===== src/rtl/mem_burst_pkg.sv =====
// Shared types and sizing helpers for the instruction-cache line-fill engine.
package mem_burst_pkg;

    typedef enum logic [1:0] {
        IDLE  = 2'd0,
        ISSUE = 2'd1,
        DRAIN = 2'd2,
        HOLD  = 2'd3
    } state_t;

    localparam int OFFSET_WIDTH_DEFAULT = 4;
    localparam int LINE_WORDS           = 1 << OFFSET_WIDTH_DEFAULT;

    // Number of words in a line for a given word-offset width.
    function automatic int line_words(input int offset_width);
        return 1 << offset_width;
    endfunction

endpackage


===== src/rtl/valid_delay_line.sv =====
// Fixed-depth 1-bit shift register; aligns a RAM read strobe with its returning data.
module valid_delay_line #(
    parameter int DEPTH = 2
) (
    input  logic clk,
    input  logic rst_n,
    input  logic i_bit,
    output logic o_tail
);

    logic [DEPTH-1:0] shift_q;
    logic [DEPTH-1:0] shift_d;

    // Shift the new strobe in at stage 0, each older stage moves one step toward the tail.
    always_comb begin
        shift_d    = shift_q;
        shift_d[0] = i_bit;
        for (int i = 1; i < DEPTH; i++) begin
            shift_d[i] = shift_q[i-1];
        end
    end

    // Pipeline register; reset discards any strobes still in flight.
    always_ff @(posedge clk or negedge rst_n) begin
        if (!rst_n) begin
            shift_q <= '0;
        end else begin
            shift_q <= shift_d;
        end
    end

    assign o_tail = shift_q[DEPTH-1];

endmodule


===== src/rtl/mem_burst_reader.sv =====
// Line-fill engine: reads a whole cache line from the synchronous instruction RAM,
// word 0 upward, and streams it back as in-order valid/last beats.
module mem_burst_reader
    import mem_burst_pkg::*;
#(
    parameter int DATA_WIDTH     = 32,
    parameter int ADDRESS_WIDTH  = 32,
    parameter int OFFSET_WIDTH   = 4,
    parameter int RAM_ADDR_WIDTH = 16,
    parameter int READ_LATENCY   = 2
) (
    input  logic                      clk,
    input  logic                      rst,
    input  logic                      i_req_valid,
    input  logic [ADDRESS_WIDTH-1:0]  i_req_address,
    output logic                      o_data_valid,
    output logic                      o_data_last,
    output logic [DATA_WIDTH-1:0]     o_data,
    output logic                      o_busy,
    output logic                      o_ram_en,
    output logic [RAM_ADDR_WIDTH-1:0] o_ram_addr,
    input  logic [DATA_WIDTH-1:0]     i_ram_data
);

    localparam int LINE_W = line_words(OFFSET_WIDTH);
    localparam int CNT_W  = OFFSET_WIDTH + 1;

    state_t                    state_q, state_d;
    logic [RAM_ADDR_WIDTH-1:0] base_q, base_d;
    logic [CNT_W-1:0]          issue_cnt_q, issue_cnt_d;
    logic [CNT_W-1:0]          ret_cnt_q, ret_cnt_d;
    logic                      ram_en_q, ram_en_d;
    logic [RAM_ADDR_WIDTH-1:0] ram_addr_q, ram_addr_d;
    logic                      data_valid_q, data_valid_d;
    logic                      data_last_q, data_last_d;
    logic [DATA_WIDTH-1:0]     data_q, data_d;
    logic                      busy_q, busy_d;
    logic                      beat_tail;

    // Address bits above the RAM port are meaningless to this engine.
    logic unused_req_high;
    assign unused_req_high = ^i_req_address[ADDRESS_WIDTH-1:RAM_ADDR_WIDTH];

    valid_delay_line #(
        .DEPTH (READ_LATENCY)
    ) u_strobe_delay (
        .clk    (clk),
        .rst_n  (rst),
        .i_bit  (ram_en_q),
        .o_tail (beat_tail)
    );

    // Next-state, counters and registered outputs. issue_cnt tracks the word index
    // currently presented on the RAM port, so the strobe for word 0 launches on the
    // same edge that leaves IDLE.
    always_comb begin
        state_d      = state_q;
        base_d       = base_q;
        issue_cnt_d  = issue_cnt_q;
        ret_cnt_d    = ret_cnt_q;
        ram_en_d     = 1'b0;
        ram_addr_d   = ram_addr_q;
        data_valid_d = 1'b0;
        data_last_d  = 1'b0;
        data_d       = data_q;

        // A strobe reaching the pipeline tail means RAM data is valid now.
        if (beat_tail) begin
            data_d       = i_ram_data;
            data_valid_d = 1'b1;
            data_last_d  = (ret_cnt_q == CNT_W'(LINE_W - 1));
            ret_cnt_d    = ret_cnt_q + 1'b1;
        end

        case (state_q)
            IDLE: begin
                if (i_req_valid) begin
                    base_d      = {i_req_address[RAM_ADDR_WIDTH-1:OFFSET_WIDTH],
                                   {OFFSET_WIDTH{1'b0}}};
                    issue_cnt_d = '0;
                    ret_cnt_d   = '0;
                    state_d     = ISSUE;
                end
            end
            ISSUE: begin
                issue_cnt_d = issue_cnt_q + 1'b1;
                if (issue_cnt_d == CNT_W'(LINE_W)) begin
                    state_d = DRAIN;
                end
            end
            DRAIN: begin
                // Leave once the final beat has been presented to the cache.
                if (data_last_q) begin
                    state_d = HOLD;
                end
            end
            HOLD: begin
                // Absorbs the cache's still-asserted request for one cycle.
                state_d = IDLE;
            end
            default: begin
                state_d = IDLE;
            end
        endcase

        if (state_d == ISSUE) begin
            ram_en_d   = 1'b1;
            ram_addr_d = base_d | RAM_ADDR_WIDTH'(issue_cnt_d[OFFSET_WIDTH-1:0]);
        end

        busy_d = (state_d != IDLE);
    end

    // State and output registers; reset abandons any burst in progress.
    always_ff @(posedge clk or negedge rst) begin
        if (!rst) begin
            state_q      <= IDLE;
            base_q       <= '0;
            issue_cnt_q  <= '0;
            ret_cnt_q    <= '0;
            ram_en_q     <= 1'b0;
            ram_addr_q   <= '0;
            data_valid_q <= 1'b0;
            data_last_q  <= 1'b0;
            data_q       <= '0;
            busy_q       <= 1'b0;
        end else begin
            state_q      <= state_d;
            base_q       <= base_d;
            issue_cnt_q  <= issue_cnt_d;
            ret_cnt_q    <= ret_cnt_d;
            ram_en_q     <= ram_en_d;
            ram_addr_q   <= ram_addr_d;
            data_valid_q <= data_valid_d;
            data_last_q  <= data_last_d;
            data_q       <= data_d;
            busy_q       <= busy_d;
        end
    end

    assign o_data_valid = data_valid_q;
    assign o_data_last  = data_last_q;
    assign o_data       = data_q;
    assign o_busy       = busy_q;
    assign o_ram_en     = ram_en_q;
    assign o_ram_addr   = ram_addr_q;

endmodule

===== config.mk =====
export PLATFORM = sky130hd
export DESIGN_NAME = mem_burst_reader
export DESIGN_NICKNAME = d
export VERILOG_FILES = /design/src/rtl/mem_burst_pkg.sv /design/src/rtl/valid_delay_line.sv /design/src/rtl/mem_burst_reader.sv
export SDC_FILE = /design/constraint.sdc
export NUM_CORES = 1
export LEC_CHECK = 0
export ABC_AREA = 1
export BUFFER_PORTS_ARGS = -buffer_cell sky130_fd_sc_hd__buf_2
export CORE_ASPECT_RATIO = 0.75
export CORE_MARGIN = 2
export CORE_UTILIZATION = 49
export DETAILED_ROUTE_END_ITERATION = 8
export PLACE_DENSITY = 0.79
export RECOVER_POWER = 100
export SLEW_MARGIN = 20
export SYNTH_ARGS = -nofsm -noshare
export SYNTH_HDL_FRONTEND = slang
export SYNTH_SLANG_ARGS = --single-unit

===== constraint.sdc =====
create_clock -name clk -period 2.2 [get_ports clk]
set_clock_uncertainty 0.05 [all_clocks]
set_input_delay 0.33 -clock clk [delete_from_list [all_inputs] [get_ports clk]]
set_output_delay 0.33 -clock clk [all_outputs]
set_load 0.005 [all_outputs]

==> impl_metrics.ini <==
[power]
powerDensity_nw_per_um2 = 697
leakage_nw = 2.19
vdd_drop_max_v = 0.000384
total_power_w = 0.00278

[placement]
numPortBuffers = 98
dpl.hpwl_mm = 4.59
routabilityCongestion = 0.789
place_area_um2 = 3840

[clocking]
cts_inserted_buffers = 9
cts_tree = done
clk_latency_ns = 0.35
cts.sinks = 82
cts-root-buf = clkbuf_8
path_clk_slew_ns = 0.08
clockBufferDepth = 2
cts_setup_buffers = 0
htree_levels = 3
cts_resized = 0

[finish]
drive_gt1_frac = 0.209
syn2layout_area_growth_pct = 22.5
utilization = 0.628
antennaDiodeCount = 0
final_area_um2 = 3990
fin_nets = 529

[detailed_routing]
drc_errors = 0
antenna_left = 0
drt-initial-drc-count = 55
drt-pass1-iter-count = 4
viasPerCell = 4.74
wire_per_inst_um = 12.1
routed_wirelength_mm = 6.57
vias = 2582

[critical_path]
ff2ff_path_depth = 8
r2r-end = o_ram_addr[3]
path_class = reg -> reg
worst_path_largest_cell_delay_ns = 0.38
path_cells = inv_1 -> nand2_2 -> nor2_1 -> clkbuf_1 -> nor2_1 -> or2_2 -> nand3_1 -> nand2_1
reg2reg_from = state_q[1]
required_ns = 2.39
reg2reg_slack_ns = 0.30
worst_ep_arrival_time_ns = 2.09
cp_max_fo = 7
critPathLaunchType = flop
slowest_stage = nor2_1
crit_start = state_q[1]
endpoint_kind = flop
cpMostUsedCell = nor2_1

[sta]
setup_viol = 0
finalCritPeriodShare = 0.865
tns_ns = 0
worst_pin_slew_ns = 1.09
slew_headroom = 0.271
rsz0062_at_grt = false
period_needed_ns = 1.90
hold_viol = 0
fmax_mhz = 526
final_max_slew_viol_count = 0

[floorplan]
fp-row-count = 25
design.die.area_um2 = 7320
die_w_um = 98.1
core_um2 = 6350
num_io_pins = 119
start_util = 0.513
die_h_um = 74.6

[hold_path]
hold_end = o_data[2]
timing.hold.worst.start = i_ram_data[2]
hold_depth = 3
min_path_type = in -> reg

[global_routing]
grt_pass1_wl_mm = 10.9
grt_max_degree = 64
grt_remaining_overflow = 0
antenna_found_initial = 0
grt_usage = 0.191
first_global_vias = 2441

[synth]
syn_area_um2 = 3260
ys_seq_area_frac = 0.630
synth.distinct_cells = 24
syn_inst = 356
syn_nets = 426
yosys_warnings = 0
synth-seq-cells = 82
synth_area_per_cell_um2 = 9.15

[job]
drv_cap = 0

[run_status]
status = finished, final reports clean
[area by class of cell]
cell class	count	area, um2
clock inverter	5	62.6
fill	562	2360
inverter	19	71.3
clock buffer	11	141
sequential	82	2050
timing repair buffer	105	508
tap	81	101
multi-input combinational	242	1050
[power by group]
group | total (W) | leakage, nW | switching, W | internal [W]
clock | 0.00110 | 0.0962 | 0.000541 | 0.000562
combinational | 0.000126 | 1.09 | 0.0000679 | 0.0000579
sequential | 0.00155 | 1.00 | 0.0000160 | 0.00154
[registers in the layout (all words and copies together) (netlist names)]
signal and count:
o_data 32, state_q 2, base_q 16, issue_cnt_q 5, ret_cnt_q 5, o_data_valid 1
o_ram_en 1, o_data_last 1, o_busy 1, u_strobe_delay.shift_q 2, o_ram_addr 16
[layer usage]
layer,up-vias,routed length (um),share of wire,GRT usage
li1,1309,-,-,-
met1,1207,2980,0.45,0.239
met2,61,3230,0.49,0.328
met3,5,285,0.043,0.0479
met4,0,74,0.011,0.0741
met5,-,0,0,0
[what timing repair did]
item                                    CTS  global route
endpoints found under the hold margin    19             0
endpoints found under the setup margin    0             0
hold buffers                              1             0
[critical path: cells and delay by family (launching register included)]
family	cells	cell delay, ns
buffers and inverters	2	0.38
AND/OR/NAND/NOR	6	0.99
flip-flops	1	0.36
[worst max-delay path by stage]
stage	endpoint	cells after the start	slack (ns)
2_1_floorplan	o_ram_addr[10]	10	0.64
3_3_place_gp	o_ram_addr[3]	10	0.44
3_5_place_dp	o_ram_addr[11]	10	0.40
4_1_cts	o_ram_addr[0]	10	0.38
5_1_grt	o_ram_addr[14]	10	0.11
6_report	o_ram_addr[3]	8	0.30
[Yosys cell counts]
master | number | share of area
nor2_4 | 1 | 0.0035
buf_6 | 1 | 0.0035
or2_2 | 4 | 0.0077
o21ai_0 | 4 | 0.0061
ha_1 | 3 | 0.012
nand3_2 | 1 | 0.0031
nor2_1 | 8 | 0.0092
nor2_8 | 1 | 0.0061
clkinv_1 | 1 | 0.0012
nand2_4 | 2 | 0.0069
inv_1 | 17 | 0.020
buf_4 | 4 | 0.0092
nor2_2 | 2 | 0.0038
dfrtp_1 | 82 | 0.63
a211oi_1 | 1 | 0.0023
a21oi_1 | 3 | 0.0046
nand2_2 | 3 | 0.0058
o31ai_1 | 1 | 0.0023
nand4_1 | 3 | 0.0058
clkbuf_1 | 8 | 0.0092
nand2_1 | 177 | 0.20
nand3_1 | 24 | 0.037
inv_2 | 1 | 0.0012
nor3_1 | 4 | 0.0061
[cell families (layout without fill, tap and decap cells)]
logic type / after synthesis / in the layout / synth area share
simple gates: 230 / 230 / 0.299
compound gates: 9 / 9 / 0.0154
flops: 82 / 82 / 0.630
fa+ha+maj: 3 / 3 / 0.0115
buf+inv: 32 / 140 / 0.0438
[per-stage QoR]
step / worst slack (ns) / hold slack (ns) / std cells
floorplan: 0.638 / -0.0156 / 356
global placement: 0.439 / 0.176 / 528
detailed placement: 0.400 / 0.179 / 528
CTS: 0.381 / 0.113 / 545
global route: 0.109 / 0.117 / 545
finish: 0.298 / 0.126 / 545
[cell usage in the layout (no fill, tap or decap), types with 4 or more instances in the layout]
cell type  synthesis  routed
clkbuf_8           0      10
nand2_1          177     178
buf_2              0      66
clkbuf_1           8      35
nand3_1           24      25
or2_2              4       4
o21ai_0            4       4
nor2_1             8       9
inv_1             17      17
dfrtp_1           82      82
nor3_1             4       4
Note: power is estimated with default switching activity, not from simulation.
